[src/rtl/spi_req_arbiter.sv]
// Round-robin arbiter sharing one spi_master between NREQ requesters.
// Presents the owner's word as a 1-deep TX FIFO and returns the RX word to the owner.
module spi_req_arbiter #(
  parameter int unsigned NREQ    = 4,
  parameter int unsigned TIMEOUT = 0
) (
  input  logic               i_clk,
  input  logic               i_rst_n,
  input  logic [NREQ-1:0]    i_req,
  input  logic [NREQ-1:0]    i_req_lock,
  input  logic [16*NREQ-1:0] i_req_data,
  input  logic [2*NREQ-1:0]  i_req_ss,
  input  logic [NREQ-1:0]    i_req_wls,
  output logic [NREQ-1:0]    o_gnt,
  output logic [NREQ-1:0]    o_done,
  output logic               o_err,
  output logic [15:0]        o_rx_data,
  output logic [15:0]        o_spi_tx_data,
  output logic               o_spi_tx_empty,
  output logic               o_spi_tx_full,
  input  logic               i_spi_tx_rd,
  input  logic [15:0]        i_spi_rx_data,
  input  logic               i_spi_rx_wr,
  output logic               o_spi_rx_empty,
  output logic               o_spi_rx_full,
  output logic [1:0]         o_spi_ss,
  output logic               o_spi_wls
);

  localparam int unsigned DW = 16;
  localparam int unsigned SW = 2;
  localparam int unsigned PW = (NREQ > 1) ? $clog2(NREQ) : 1;
  localparam int unsigned CW = (TIMEOUT > 1) ? $clog2(TIMEOUT) : 1;

  localparam logic [1:0] S_IDLE = 2'd0;
  localparam logic [1:0] S_LOAD = 2'd1;
  localparam logic [1:0] S_XFER = 2'd2;

  logic [1:0]      r_state,    w_state_nxt;
  logic [PW-1:0]   r_ptr,      w_ptr_nxt;
  logic [PW-1:0]   r_owner,    w_owner_nxt;
  logic            r_lock,     w_lock_nxt;
  logic [CW-1:0]   r_wd_cnt,   w_wd_cnt_nxt;
  logic [NREQ-1:0] r_gnt,      w_gnt_nxt;
  logic [NREQ-1:0] r_done,     w_done_nxt;
  logic            r_err,      w_err_nxt;
  logic [DW-1:0]   r_rx_data,  w_rx_data_nxt;
  logic [DW-1:0]   r_tx_data,  w_tx_data_nxt;
  logic            r_tx_empty, w_tx_empty_nxt;
  logic            r_tx_full,  w_tx_full_nxt;
  logic [SW-1:0]   r_ss,       w_ss_nxt;
  logic            r_wls,      w_wls_nxt;

  logic            w_found;
  logic [PW-1:0]   w_win;
  logic            w_timeout;

  // Winner: a locked previous owner keeps the master, else first request at or after r_ptr
  always_comb begin
    int unsigned v_idx;
    v_idx   = 0;
    w_found = 1'b0;
    w_win   = '0;
    if (r_lock && i_req[r_owner]) begin
      w_found = 1'b1;
      w_win   = r_owner;
    end else begin
      for (int i = 0; i < int'(NREQ); i++) begin
        v_idx = (32'(r_ptr) + 32'(i)) % NREQ;
        if (!w_found && i_req[v_idx]) begin
          w_found = 1'b1;
          w_win   = PW'(v_idx);
        end
      end
    end
  end

  assign w_timeout = (TIMEOUT != 0) && (r_wd_cnt == CW'(TIMEOUT - 1));

  // Next-state and next-output logic
  always_comb begin
    w_state_nxt    = r_state;
    w_ptr_nxt      = r_ptr;
    w_owner_nxt    = r_owner;
    w_lock_nxt     = r_lock;
    w_wd_cnt_nxt   = r_wd_cnt;
    w_gnt_nxt      = '0;
    w_done_nxt     = '0;
    w_err_nxt      = 1'b0;
    w_rx_data_nxt  = r_rx_data;
    w_tx_data_nxt  = r_tx_data;
    w_tx_empty_nxt = r_tx_empty;
    w_tx_full_nxt  = r_tx_full;
    w_ss_nxt       = r_ss;
    w_wls_nxt      = r_wls;
    case (r_state)
      S_IDLE: begin
        if (w_found) begin
          w_state_nxt      = S_LOAD;
          w_owner_nxt      = w_win;
          w_ptr_nxt        = PW'((32'(w_win) + 32'd1) % NREQ);
          w_lock_nxt       = i_req_lock[w_win];
          w_tx_data_nxt    = i_req_data[DW*32'(w_win) +: DW];
          w_ss_nxt         = i_req_ss[SW*32'(w_win) +: SW];
          w_wls_nxt        = i_req_wls[w_win];
          w_gnt_nxt[w_win] = 1'b1;
          w_tx_empty_nxt   = 1'b0;
          w_tx_full_nxt    = 1'b1;
        end
      end
      S_LOAD: begin
        if (i_spi_tx_rd) begin
          w_state_nxt    = S_XFER;
          w_tx_empty_nxt = 1'b1;
          w_tx_full_nxt  = 1'b0;
          w_wd_cnt_nxt   = '0;
        end
      end
      S_XFER: begin
        // A received word on the timeout edge still counts as a good transfer
        if (i_spi_rx_wr) begin
          w_state_nxt          = S_IDLE;
          w_rx_data_nxt        = r_wls ? i_spi_rx_data : {8'h00, i_spi_rx_data[7:0]};
          w_done_nxt[r_owner]  = 1'b1;
        end else if (w_timeout) begin
          w_state_nxt          = S_IDLE;
          w_rx_data_nxt        = '0;
          w_err_nxt            = 1'b1;
          w_done_nxt[r_owner]  = 1'b1;
        end else begin
          w_wd_cnt_nxt = r_wd_cnt + CW'(1);
        end
      end
      default: w_state_nxt = S_IDLE;
    endcase
  end

  always_ff @(posedge i_clk or negedge i_rst_n) begin
    if (!i_rst_n) begin
      r_state    <= S_IDLE;
      r_ptr      <= '0;
      r_owner    <= '0;
      r_lock     <= 1'b0;
      r_wd_cnt   <= '0;
      r_gnt      <= '0;
      r_done     <= '0;
      r_err      <= 1'b0;
      r_rx_data  <= '0;
      r_tx_data  <= '0;
      r_tx_empty <= 1'b1;
      r_tx_full  <= 1'b0;
      r_ss       <= '0;
      r_wls      <= 1'b0;
    end else begin
      r_state    <= w_state_nxt;
      r_ptr      <= w_ptr_nxt;
      r_owner    <= w_owner_nxt;
      r_lock     <= w_lock_nxt;
      r_wd_cnt   <= w_wd_cnt_nxt;
      r_gnt      <= w_gnt_nxt;
      r_done     <= w_done_nxt;
      r_err      <= w_err_nxt;
      r_rx_data  <= w_rx_data_nxt;
      r_tx_data  <= w_tx_data_nxt;
      r_tx_empty <= w_tx_empty_nxt;
      r_tx_full  <= w_tx_full_nxt;
      r_ss       <= w_ss_nxt;
      r_wls      <= w_wls_nxt;
    end
  end

  assign o_gnt          = r_gnt;
  assign o_done         = r_done;
  assign o_err          = r_err;
  assign o_rx_data      = r_rx_data;
  assign o_spi_tx_data  = r_tx_data;
  assign o_spi_tx_empty = r_tx_empty;
  assign o_spi_tx_full  = r_tx_full;
  assign o_spi_ss       = r_ss;
  assign o_spi_wls      = r_wls;
  assign o_spi_rx_empty = 1'b1;
  assign o_spi_rx_full  = 1'b0;

endmodule
[config.mk]
export PLATFORM = sky130hd
export DESIGN_NAME = spi_req_arbiter
export DESIGN_NICKNAME = d
export VERILOG_FILES = /design/src/rtl/spi_req_arbiter.sv
export SDC_FILE = /design/constraint.sdc
export NUM_CORES = 1
export LEC_CHECK = 0
export ABC_AREA = 1
export BUFFER_PORTS_ARGS = -buffer_cell sky130_fd_sc_hd__buf_4
export CAP_MARGIN = 10
export CORE_MARGIN = 4
export CORE_UTILIZATION = 50
export CTS_CLUSTER_DIAMETER = 50
export DETAILED_ROUTE_END_ITERATION = 7
export PLACE_DENSITY = 0.85
export SETUP_SLACK_MARGIN = 0.15
export SYNTH_ARGS = -nofsm -noshare
export SYNTH_HDL_FRONTEND = slang
export SYNTH_SLANG_ARGS = --single-unit
[constraint.sdc]
create_clock -name i_clk -period 4.1 [get_ports i_clk]
set_clock_uncertainty 0.2 [all_clocks]
set_input_delay 0.41 -clock i_clk [delete_from_list [all_inputs] [get_ports i_clk]]
set_output_delay 0.41 -clock i_clk [all_outputs]
set_load 0.1 [all_outputs]
==> reports/metrics.yaml <==
clocking:
  cts_root_buf: "clkbuf_8"
  clkSinkCount: 52
  hold_buffers: 1
  postCtsSetupRepairBufs: 0
  cts.clk_slew.worst_paths_ps: 100
  tritoncts: "done"
  cts_buffers: 5
  insertion_delay_ps: 310
  cts_resized: 0
  htree_num_levels: 2
  clock_path_buffers: 2
min_path:
  hp-class: "in2reg"
floorplan:
  start_util_pct: 51.7
  num_rows: 29
  io_pins: 152
  core_mm2: 0.00639
  die_x_um: 89.2
  die_h_um: 89.2
  die-area_mm2: 0.00796
final_layout:
  final_common_cell: "nand2_1"
  syn_to_final_growth_pct: 35.6
  diodes: 0
  nNetsFinal: 736
  nFillCells: 548
  final_layout_size_suffix_gt1_share_pct: 28.4
  multi_input_area_mm2: 0.00147
  final-seq-area_mm2: 0.00130
  final_cell_mix: "nand2_1 (182), buf_4 (151), inv_1 (93)"
  final_util_pct: 70.1
placement:
  place_ws_ps: 1210
  hpwl_mm: 7.11
  gp_congestion: 0.876
  portBuffers: 148
sta:
  min_period_over_period_pct: 71.7
  setup_viol: 0
  worst_hold_slack_ps: 60.3
  worstMarginPinSlew_ps: 962
  hold_viol: 0
  finalWorstSetupSlack_ps: 1160
  max-slew-margin-rel_pct: 35.7
  drv_slew: 0
  fmax_mhz: 340
  rsz0062_at_grt: "no"
  finalSetupTns_ps: 0
  layout_min_cycle_time_ps: 2940
worst_setup_path:
  worstPathCellList: "inv_2 -> nand2_1 -> nand2_1 -> nand2_1 -> nand2_1 -> nor2_4 -> nand3_1 -> nand2_2 -> nand3_4 -> nand2_4 -> nand2_1 -> nand3_1 -> nand2_1 -> nand2_1 -> nand2_1"
  crit_top_cell: "nand2_1"
  r2r_slack_ps: 1160
  crit_arrival_ps: 2950
  end_kind: "flip-flop"
  cp-start-kind: "flip-flop"
  cp.required_ps: 4110
  path_max_fanout: 42
  crit_slowest_cell: "dfrtp_1"
  worstSetupPathType: "reg2reg"
  max_stage_delay_ps: 550
  critPathBufInv: 1
  crit_family: "simple AND/OR/NAND/NOR gates"
grt:
  first_global_vias: 3309
  antenna_found_initial: 0
  grt_pass1_wl_mm: 14.8
  grt_max_degree: 53
  track_usage_pct: 23.3
  grt_overflow: 0
drt:
  drc: 0
  drt_iter0_drc: 191
  wl_per_cell_um: 13.0
  antenna_left: 0
  drt-total-wl_mm: 9.20
  dr.pass1.iters: 5
  viasPerCell: 4.97
  via_count: 3529
logic_synthesis:
  synth_cells: 500
  yosysSeqAreaShare_pct: 39.5
  synthFlopType: "dfrtp_1"
  ys_ff_latch: 52
  avgSynthCellArea_um2: 6.60
  ys_warn_count: 0
  synth-edff-count: 0
  async_flop_share_pct: 100
  synthesis.area_mm2: 0.00330
  synth_cell_types: 27
job:
  drv_cap: 0
outcome:
  outcome: "completed"
==> logic make-up after synthesis <==
logic type / count (synthesis) / share of synthesized area [%]
and+or+nand+nor: 292 / 38.1
buffers and inverters: 126 / 16.1
DFF: 52 / 39.5
AOI/OAI and AO/OA: 20 / 3.38
muxes: 8 / 2.73
other: 2 / 0.228
==> sequential cells by signal, indices dropped and copies added, names as in the netlist, 2 cells and up <==
| register | count |
|---|---|
| o_rx_data | 16 |
| o_spi_tx_data | 16 |
| o_done | 4 |
| o_gnt | 4 |
| o_spi_ss | 2 |
| r_owner | 2 |
| r_ptr | 2 |
| r_state | 2 |
==> stage by stage <==
step / std cells / instance area (µm²)
floorplan: 501 / 3300
finish: 710 / 4470
detailed placement: 701 / 4370
global placement: 701 / 4370
CTS: 710 / 4470
global route: 710 / 4470
==> layout make-up <==
cell class                      count  area share (%)
Sequential cell                    52            29.1
Multi-Input combinational cell    323            32.9
Inverter                           98            8.22
Timing Repair Buffer              152            25.6
Clock buffer                        5            1.54
Tap cell                           77            2.15
Clock inverter                      3           0.559
==> Yosys cell counts (2+ instances only) <==
| cell type | number | area [µm²] |
|---|---|---|
| nand2_1 | 182 | 683 |
| inv_1 | 93 | 349 |
| nand3_1 | 90 | 450 |
| dfrtp_1 | 51 | 1280 |
| o21ai_0 | 13 | 65.1 |
| buf_2 | 10 | 50.1 |
| clkbuf_1 | 8 | 30.0 |
| mux2_2 | 8 | 90.1 |
| nor2_1 | 8 | 30.0 |
| inv_2 | 5 | 18.8 |
| buf_4 | 4 | 30.0 |
| buf_6 | 4 | 45.0 |
| nor3_1 | 4 | 20.0 |
| nand2_2 | 3 | 18.8 |
| a21oi_1 | 2 | 10.0 |
| buf_1 | 2 | 7.51 |
| conb_1 | 2 | 7.51 |
| nand3b_1 | 2 | 15.0 |
==> layer usage <==
| layer | track usage, % | vias up | wire length [µm] |
|---|---|---|---|
| met5 | 0 | - | 0 |
| met4 | 8.12 | 0 | 221 |
| met3 | 3.78 | 21 | 692 |
| met2 | 37.2 | 165 | 4390 |
| met1 | 32.2 | 1575 | 3900 |
| li1 | - | 1768 | - |
==> worst paths after layout <==
check,endpoint,depth (start not counted),start
worst min-delay path,r_state[0],2,i_spi_tx_rd
max in group asynchronous,o_spi_tx_data[2],2,i_rst_n
min in group asynchronous,o_spi_tx_data[13],2,i_rst_n
worst min register to register,o_spi_tx_empty,2,o_spi_tx_empty
worst max-delay path,o_spi_wls,15,r_ptr[0]
worst max register to register,o_spi_wls,15,r_ptr[0]
Power is left out: the tool's default activity adds up to more than one toggle a clock period on the data nets, which glitch-free logic cannot reach.
